==> src/rtl/signed_iter_divider_pkg.sv <==
// Shared ALU divider definitions: FSM state encodings, default width and latency.
package signed_iter_divider_pkg;

    localparam int unsigned AluWidth   = 16;
    // Edges from the accepting Start edge to the edge that raises Done.
    localparam int unsigned DivLatency = AluWidth + 2;

    typedef enum logic [1:0] {
        StIdle = 2'd0,
        StPrep = 2'd1,
        StIter = 2'd2,
        StFix  = 2'd3
    } div_state_e;

endpackage

==> src/rtl/signed_iter_divider_if.sv <==
// Request/result bundle between the ALU operand muxes and the iterative divider.
interface signed_iter_divider_if
    import signed_iter_divider_pkg::*;
#(
    parameter int unsigned Width = AluWidth
) ();

    logic             start;
    logic             signed_op;
    logic [Width-1:0] a;
    logic [Width-1:0] b;
    logic             busy;
    logic             done;
    logic [Width-1:0] q;
    logic [Width-1:0] rem;
    logic             div_zero;

    modport master (
        output start, signed_op, a, b,
        input  busy, done, q, rem, div_zero
    );

    modport slave (
        input  start, signed_op, a, b,
        output busy, done, q, rem, div_zero
    );

endinterface

==> src/rtl/signed_iter_divider_div_step.sv <==
// One combinational restoring-division step on the {rem, quo} shift pair.
module signed_iter_divider_div_step #(
    parameter int unsigned Width = 16
) (
    input  logic [Width-1:0] rem_i,
    input  logic [Width-1:0] quo_i,
    input  logic [Width-1:0] magb_i,
    output logic [Width-1:0] rem_o,
    output logic [Width-1:0] quo_o
);

    logic [Width:0] rem_sh;
    logic           ge;

    always_comb begin
        rem_sh = {rem_i, quo_i[Width-1]};
        ge     = rem_sh >= {1'b0, magb_i};
        // Difference is below magb_i, so it always fits in Width bits.
        rem_o  = ge ? (rem_sh[Width-1:0] - magb_i) : rem_sh[Width-1:0];
        quo_o  = {quo_i[Width-2:0], ge};
    end

endmodule

==> src/rtl/signed_iter_divider.sv <==
// Multi-cycle signed/unsigned restoring divider (IDLE -> PREP -> ITER -> FIX).
// Define DIV_ZERO_FASTPATH_EN to skip ITER when the divisor is zero.
module signed_iter_divider
    import signed_iter_divider_pkg::*;
#(
    parameter int unsigned Width = AluWidth
) (
    input logic                 clk_i,
    input logic                 reset_i,
    signed_iter_divider_if.slave div_if
);

    localparam int unsigned Msb  = Width - 1;
    localparam int unsigned CntW = $clog2(Width + 1);

    div_state_e       state_q, state_d;
    logic [Width-1:0] a_q, a_d, b_q, b_d;
    logic             signed_q, signed_d;
    logic [Width-1:0] rem_q, rem_d, quo_q, quo_d, magb_q, magb_d;
    logic             sq_q, sq_d, sr_q, sr_d, dz_q, dz_d;
    logic [CntW-1:0]  cnt_q, cnt_d;
    logic             done_q, done_d, div_zero_q, div_zero_d;
    logic [Width-1:0] res_q_q, res_q_d, res_rem_q, res_rem_d;

    logic             s_a, s_b;
    logic [Width-1:0] step_rem, step_quo;

    signed_iter_divider_div_step #(
        .Width(Width)
    ) u_div_step (
        .rem_i (rem_q),
        .quo_i (quo_q),
        .magb_i(magb_q),
        .rem_o (step_rem),
        .quo_o (step_quo)
    );

    assign s_a = signed_q & a_q[Msb];
    assign s_b = signed_q & b_q[Msb];

    always_comb begin
        state_d    = state_q;
        a_d        = a_q;
        b_d        = b_q;
        signed_d   = signed_q;
        rem_d      = rem_q;
        quo_d      = quo_q;
        magb_d     = magb_q;
        sq_d       = sq_q;
        sr_d       = sr_q;
        dz_d       = dz_q;
        cnt_d      = cnt_q;
        done_d     = 1'b0;
        div_zero_d = div_zero_q;
        res_q_d    = res_q_q;
        res_rem_d  = res_rem_q;

        unique case (state_q)
            StIdle: begin
                if (div_if.start) begin
                    a_d      = div_if.a;
                    b_d      = div_if.b;
                    signed_d = div_if.signed_op;
                    state_d  = StPrep;
                end
            end
            StPrep: begin
                // The dividend magnitude is shifted out of quo as the quotient shifts in.
                quo_d  = s_a ? -a_q : a_q;
                magb_d = s_b ? -b_q : b_q;
                rem_d  = '0;
                sq_d   = s_a ^ s_b;
                sr_d   = s_a;
                dz_d   = (b_q == '0);
                cnt_d  = CntW'(Width);
`ifdef DIV_ZERO_FASTPATH_EN
                state_d = (b_q == '0) ? StFix : StIter;
`else
                state_d = StIter;
`endif
            end
            StIter: begin
                rem_d = step_rem;
                quo_d = step_quo;
                cnt_d = cnt_q - CntW'(1);
                if (cnt_q == CntW'(1)) begin
                    state_d = StFix;
                end
            end
            StFix: begin
                if (dz_q) begin
                    res_q_d   = '1;
                    res_rem_d = a_q;
                end else begin
                    res_q_d   = sq_q ? -quo_q : quo_q;
                    res_rem_d = sr_q ? -rem_q : rem_q;
                end
                div_zero_d = dz_q;
                done_d     = 1'b1;
                state_d    = StIdle;
            end
            default: state_d = StIdle;
        endcase
    end

    always_ff @(posedge clk_i) begin
        if (reset_i) begin
            state_q    <= StIdle;
            a_q        <= '0;
            b_q        <= '0;
            signed_q   <= 1'b0;
            rem_q      <= '0;
            quo_q      <= '0;
            magb_q     <= '0;
            sq_q       <= 1'b0;
            sr_q       <= 1'b0;
            dz_q       <= 1'b0;
            cnt_q      <= '0;
            done_q     <= 1'b0;
            div_zero_q <= 1'b0;
            res_q_q    <= '0;
            res_rem_q  <= '0;
        end else begin
            state_q    <= state_d;
            a_q        <= a_d;
            b_q        <= b_d;
            signed_q   <= signed_d;
            rem_q      <= rem_d;
            quo_q      <= quo_d;
            magb_q     <= magb_d;
            sq_q       <= sq_d;
            sr_q       <= sr_d;
            dz_q       <= dz_d;
            cnt_q      <= cnt_d;
            done_q     <= done_d;
            div_zero_q <= div_zero_d;
            res_q_q    <= res_q_d;
            res_rem_q  <= res_rem_d;
        end
    end

    assign div_if.busy     = (state_q != StIdle);
    assign div_if.done     = done_q;
    assign div_if.q        = res_q_q;
    assign div_if.rem      = res_rem_q;
    assign div_if.div_zero = div_zero_q;

endmodule

==> src/flat_wrapper.sv <==
// flat-port wrapper written by rule: the top's interface ports become plain ports
module signed_iter_divider_flat import signed_iter_divider_pkg::*;
#(
    parameter int unsigned Width = AluWidth
)
  (clk_i, reset_i, div_if_start, div_if_signed_op, div_if_a, div_if_b, div_if_busy, div_if_done, div_if_q, div_if_rem, div_if_div_zero);
  signed_iter_divider_if #(.Width(Width)) div_if_i ();
  input logic clk_i;
  input logic reset_i;
  input wire logic [$bits(div_if_i.start)-1:0] div_if_start;
  input wire logic [$bits(div_if_i.signed_op)-1:0] div_if_signed_op;
  input wire logic [$bits(div_if_i.a)-1:0] div_if_a;
  input wire logic [$bits(div_if_i.b)-1:0] div_if_b;
  output wire logic [$bits(div_if_i.busy)-1:0] div_if_busy;
  output wire logic [$bits(div_if_i.done)-1:0] div_if_done;
  output wire logic [$bits(div_if_i.q)-1:0] div_if_q;
  output wire logic [$bits(div_if_i.rem)-1:0] div_if_rem;
  output wire logic [$bits(div_if_i.div_zero)-1:0] div_if_div_zero;
  assign div_if_i.start = div_if_start;
  assign div_if_i.signed_op = div_if_signed_op;
  assign div_if_i.a = div_if_a;
  assign div_if_i.b = div_if_b;
  assign div_if_busy = div_if_i.busy;
  assign div_if_done = div_if_i.done;
  assign div_if_q = div_if_i.q;
  assign div_if_rem = div_if_i.rem;
  assign div_if_div_zero = div_if_i.div_zero;
  signed_iter_divider #(.Width(Width)) u_core (.clk_i(clk_i), .reset_i(reset_i), .div_if(div_if_i));
endmodule
==> config.mk <==
export PLATFORM = sky130hd
export DESIGN_NAME = signed_iter_divider_flat
export DESIGN_NICKNAME = d
export VERILOG_FILES = /design/src/rtl/signed_iter_divider_pkg.sv /design/src/rtl/signed_iter_divider_if.sv /design/src/rtl/signed_iter_divider_div_step.sv /design/src/rtl/signed_iter_divider.sv /design/src/flat_wrapper.sv
export SDC_FILE = /design/constraint.sdc
export NUM_CORES = 1
export LEC_CHECK = 0
export ABC_AREA = 1
export CORE_ASPECT_RATIO = 1.1
export CORE_MARGIN = 2
export CORE_UTILIZATION = 50
export DETAILED_ROUTE_END_ITERATION = 12
export PLACE_DENSITY = 0.74
export SLEW_MARGIN = 30
export SYNTH_ARGS = -nofsm -noshare
export SYNTH_HDL_FRONTEND = slang
export SYNTH_SLANG_ARGS = --single-unit
export TNS_END_PERCENT = 50
==> constraint.sdc <==
create_clock -name clk_i -period 1.79 [get_ports clk_i]
set_input_delay 0.537 -clock clk_i [delete_from_list [all_inputs] [get_ports clk_i]]
set_output_delay 0.537 -clock clk_i [all_outputs]
set_load 0.01 [all_outputs]
[Word level (Yosys, flattened, before mapping)]
Cells that the tools add are included.
Storage, ports and cells
  bits in registers: 125
  input bits: 36
  output and inout port bits: 35
Operators by class
  add/sub/neg operators: 6
  $lt $le $gt $ge: 1
  equal/unequal tests: 6
  muxes and demuxes: 14
  bitwise operators: 3
  reduce and logical (&&, ||, !) cells: 6
Operators with widths (number)
  $mux 16: 7
  $neg 16->16: 4
  $pmux 16 s2: 2
  $ge 17x16->1: 1
  $logic_not 16->1: 1
  $sub 16x16->16: 1
  $pmux 5 s2: 1
  $pmux 2 s4: 1
  $eq 5x1->1 const B: 1
  $sub 5x1->5 const B: 1
  $eq 2x2->1 const B: 2
  $mux 2: 2
  $reduce_and 2->1: 2
  $reduce_bool 2->1: 2
  $and 1x1->1: 2
  $eq 2x1->1 const B: 1
  $logic_not 2->1: 1
  $ne 2x1->1 const B: 1
  $ne 2x2->1 const B: 1
  $mux 1: 1
  $xor 1x1->1: 1

[Logic depth before layout (Yosys ltp)]
Gate-level depths: netlist of the first run.
  depth after elaboration: 3
  mapped depth: 14

[Modules after synthesis]
A second synthesis of the first run with hierarchy kept.
Second synthesis, totals
  cell total of the unflattened synthesis: 1223
  area, all modules: 7719.9 µm²
By module, submodules not included
  signed_iter_divider: times used 1, cells each 938, area each 6244.7 µm²
  signed_iter_divider_div_step: times used 1, cells each 285, area each 1475.2 µm²

[Worst setup path before layout of the first run]
OpenSTA, ideal clock, no wires.
  kind: reg-to-reg
  start: reg u_core.quo_q[15]
  end: reg u_core.rem_q[14]
  setup time: 0.138 ns
  arrival: 1.666 ns
  required time: 1.652 ns
  slack: -0.014 ns
  stages on the path, launching flop included: 15
  cell sequence: dfxtp_1 -> inv_1 -> ha_1 -> inv_1 -> fa_1 -> nand3_1 -> nand3_1 -> nand2_1 -> nand2_1 -> nand2_1 -> nand2_1 -> nand2_1 -> nand3_1 -> nand2_1 -> a21oi_1
On the way
  longest elaborated chain between the ends: 3
  elaborated cells on any way between the ends: 4
  those cells by class: add/sub (1); order compare (1); mux (2)
Ends and longest elaborated chain
  start, declared: line signed_iter_divider.sv:19  | logic [Width-1:0] rem_q, rem_d, quo_q, quo_d, magb_q, magb_d;
  start signal, assigned: line signed_iter_divider.sv:129  | quo_q <= quo_d;
  $sub 16x16->16 or $ge 17x16->1 (tied branches): line signed_iter_divider_div_step.sv:19, signed_iter_divider_div_step.sv:17
  $mux 16 *: line signed_iter_divider_div_step.sv:19  | rem_o = ge ? (rem_sh[Width-1:0] - magb_i) : rem_sh[Width-1:0];
  $pmux 16 s2 *: line signed_iter_divider.sv:58  | unique case (state_q)
  end signal, assigned: line signed_iter_divider.sv:128  | rem_q <= rem_d;
  end, declared: line signed_iter_divider.sv:19
Mark *: on every way between the ends. The rest lies on a longest branch, timed or not.
A chain may end at the register's enable or synchronous reset.

[Worst setup path after layout of the first run]
  start: reg u_core.magb_q[7]
  end: reg u_core.rem_q[12]
On the way
  longest elaborated chain between the ends: 3
  elaborated cells on any way between the ends: 4
  those cells by class: add/sub (1); order compare (1); mux (2)
Ends and longest elaborated chain
  start, declared: line signed_iter_divider.sv:19
  start signal, assigned: line signed_iter_divider.sv:130  | magb_q <= magb_d;
  $sub 16x16->16 or $ge 17x16->1 (tied branches): line signed_iter_divider_div_step.sv:19, signed_iter_divider_div_step.sv:17
  $mux 16 *: line signed_iter_divider_div_step.sv:19
  $pmux 16 s2 *: line signed_iter_divider.sv:58
Marks and branches as above.

==> results.md, run 1 <==
* I/O pins at 71
* Clock transition at path regs at ~0.06 ns
* Power Density at 2160 nW/um^2
* RSZ-0062 raised after global routing: yes
* Share of cells above drive strength 1 at 0.276
* Critical hold path startpoint: u_core.div_if.div_zero
* Final ANT Viol Nets at 0
* WHS Endpoint: u_core.div_if.div_zero
* Post-synthesis mux area share at 0
* Syn nets at 1230
* Actual slew at the worst max-slew pin at approximately 0.41 ns
* Htree depth at 4
* 1st-iter DRT viols at between 800 and 900
* Antenna cells at 0
* Switching share of total power at 0.473
* Post-synth EDFFs at 0
* Final WS setup at -0.0872 ns
* Number of fill cells in the layout at approximately 1200
* Synth-to-Final Area Change at 42.4%
* Setup Skew at between 0.01 and 0.015 ns
* GR Util met1 at 0.397
* CTS Buffer Depth at 2
* FF-to-FF End: u_core.rem_q[12]
* Final period util at 1.05
* Max Slew Vio Count at 0
* FF+latch count, synth at ~130
* Ys Warns at 0
* WP data arrival at 2.23 ns
* Hold depth at 2
* Met3 GRT Util at 0.0591
* Root Buffer: clkbuf_16
* Reg2reg setup slack at -0.09 ns
* Dominant synthesized flop cell: dfxtp_1
* Post-synthesis sequential area ratio at 0.332
* GR Util met2 at 0.481
* Core Rows at 47
* Main combinational cell family by area after synthesis: simple AND/OR/NAND/NOR gates
* Critical Setup Path Class: reg -> reg
* CTS sink cnt at 125
* Min Tclk post-route at ~1.9 ns
* CTS tree: yes
* Startpoint types: register
* Drt drc at 0
* Max-Cap Viols at 0
* Hold_ws at between 0.4 and 0.5 ns
* Combinational fraction of design power at 0.679
* Max VDD drop at around 1.2 mV
* Crit. End Element: register
* Status: complete, but fails checks
* Post-synthesis xor/xnor area fraction at 0.00813
* Initial antenna violation count at 0
* DIE HEIGHT at 133 microns
* Synthesized area per cell at 6.47 sq um
* Gr busiest metal: met2
* Hold Crit Class: reg -> reg
* First-pass GRT wire length at about 38 mm
* Internal power at 12300 uW
* Core Region at 14900 sq um
* Post-synthesis simple-gate area fraction at 0.307
* Power, Total at 23200 uW
* Worst r2r path cells at 14
* Die area at 16100 sq um
* Global route overflow at 0
* Clock Power Share at 0.146
* RR Startpoint: u_core.magb_q[7]
* Library cells used by synthesis at 40
* Placement Setup Slack at -0.208 ns
* Required @ worst endpoint at approximately 2.1 ns
* 1st-pass router iterations at 5
* Nets@finish at about 1400
* Initial Util at 0.507
* DIE WIDTH at 121 microns
* Post-DP HPWL at 17.0 mm
* Clock latency on the worst-skew pair at 0.42 ns
* Cell count after synthesis at 1166
* CTS buffer count at 17
* Failing checks: setup timing
* Fin util at 0.722
* Adder-cell area share of the yosys netlist at 0.0475
* Commonest cells after routing, fill and taps aside: 220 x nand2_1, 156 x inv_1, 116 x buf_4
* Slew HR at 0.726
* Hold Vio Cnt, Final at 0
* Async SR Flop Fraction at 0
* Setup TNS at -0.731 ns
* Area occupied by multi-input gates at 4880 sq um
* Mapped Area at 7540 sq um
* FF/Latch Area at 2540 sq um
* Via count at around 8600
* Setup-failing EPs final at 16
* Total Wirelength at approximately 26 mm
* Sw power at roughly 11000 uW
* Global-route usage over all layers at 0.302
* Pin count of the biggest net entering global routing at 54
* Drt via density at 5.54
* Worst-path maximum fanout at 3
* Fmax at 533 MHz
* Routed WL per cell at 16.5 microns
* Vias in the first global route at 7651
* Leak pwr at 0.00502 uW
* Sequential Power Share at 0.176
* Final GP Congestion at 0.951
* Most common cell after layout, fill and taps aside: nand2_1
* Synth Area in Compound Gates at 0.187
* PortBufs at 70
==> per-stage QoR <==
stage	instances	cell area, sq um
3_5_place_dp	1500	9230
5_1_grt	1549	10700
4_1_cts	1543	10300
6_report	1549	10700
2_1_floorplan	1166	7540
3_3_place_gp	1500	9230
==> cell usage after synthesis, types with 10 or more instances <==
cell      number  area [sq um]
o211ai_1      13          97.6
a21oi_1       84           420
nand2_2       14          87.6
nor2_1        89           334
a31oi_1       23           144
nor3_1        14          70.1
ha_1          27           338
nand2_1      266           998
dfxtp_1      125          2500
clkbuf_1      39           146
inv_1        181           679
nand3_2       10           100
a21oi_2       11          96.3
nand4_1       14          87.6
nand3_1      105           526
o21ai_0       89           445
o221ai_1      11          96.3
==> worst max path at each step <==
stage | from | to | slack (ns) | depth (start not counted)
CTS | u_core.state_q[0] | div_if_busy | -0.04 | 4
floorplan | u_core.magb_q[7] | u_core.rem_q[2] | 0.02 | 12
detailed placement | u_core.magb_q[4] | u_core.rem_q[13] | -0.21 | 14
finish | u_core.magb_q[7] | u_core.rem_q[12] | -0.09 | 14
global placement | u_core.rem_q[3] | u_core.rem_q[14] | -0.15 | 13
global route | u_core.magb_q[7] | u_core.rem_q[14] | -0.17 | 13
==> area by class of cell <==
cell class                      instances  share of cell area
Inverter                              187              0.0654
Tap cell                              196              0.0228
Sequential cell                       125               0.236
Timing Repair Buffer                  202               0.168
Clock buffer                           23              0.0445
Clock inverter                          7             0.00827
Multi-Input combinational cell        809               0.455
==> power by group through the flow <==
stage | registers (uW) | logic [uW] | clock network (uW)
6_report | 4080 | 15800 | 3390
5_1_grt | 4140 | 16900 | 3520
4_1_cts | 4000 | 13600 | 3370
3_5_place_dp | 4010 | 11100 | 0
3_3_place_gp | 3990 | 11000 | 0
2_1_floorplan | 3880 | 7390 | 0
==> critical path: stages (launching register included) <==
cell	delay (ns)
dfxtp_2	0.36
inv_1	0.09
ha_4	0.25
buf_4	0.14
nand2_1	0.06
nand2_1	0.10
inv_1	0.13
nand2_1	0.08
nand2_1	0.09
nand3_2	0.08
nand2_1	0.09
nand2_1	0.07
nand2_2	0.06
nand3_2	0.07
a21oi_2	0.14
==> state kept, by name, summed over array words and instances, names as in the netlist, 5 cells and up <==
register	cells
u_core.a_q	16
u_core.b_q	16
u_core.div_if.q	16
u_core.div_if.rem	16
u_core.magb_q	16
u_core.quo_q	16
u_core.rem_q	16
u_core.cnt_q	5
==> what timing repair did <==
action                                  in CTS  in global routing
gates cloned                                 4                  0
endpoints found under the setup margin      56                 30
pin swaps                                   19                 53
resized for setup                          120                130
setup buffers                                9                  7
hold buffers                                 0                  0
==> metal layers <==
metal,part of all wire,vias up,wire length [microns]
met1,0.40,3932,10300
met2,0.47,416,11900
met4,0.045,0,1160
met5,0,-,0
met3,0.083,75,2130
li1,-,4166,-
==> cell families (layout without fill, tap and decap cells) <==
logic type / Yosys count / count (layout)
buffers and inverters: 234 / 419
AOI/OAI and AO/OA: 247 / 247
and+or+nand+nor: 525 / 527
adders and majority gates: 28 / 28
xor gates and xnor gates: 7 / 7
DFF: 125 / 125
Power figures use the tool's default switching activity.
==> inputs of run 2 (changes only) <==
--- a/config.mk
+++ b/config.mk
@@ -6,6 +6,7 @@
 export NUM_CORES = 1
 export LEC_CHECK = 0
 export ABC_AREA = 1
+export CAP_MARGIN = 25
 export CORE_ASPECT_RATIO = 1.1
 export CORE_MARGIN = 2
 export CORE_UTILIZATION = 50
==> results of run 2 <==
The final DEF is identical to that of run 1; final timing and power are the same.
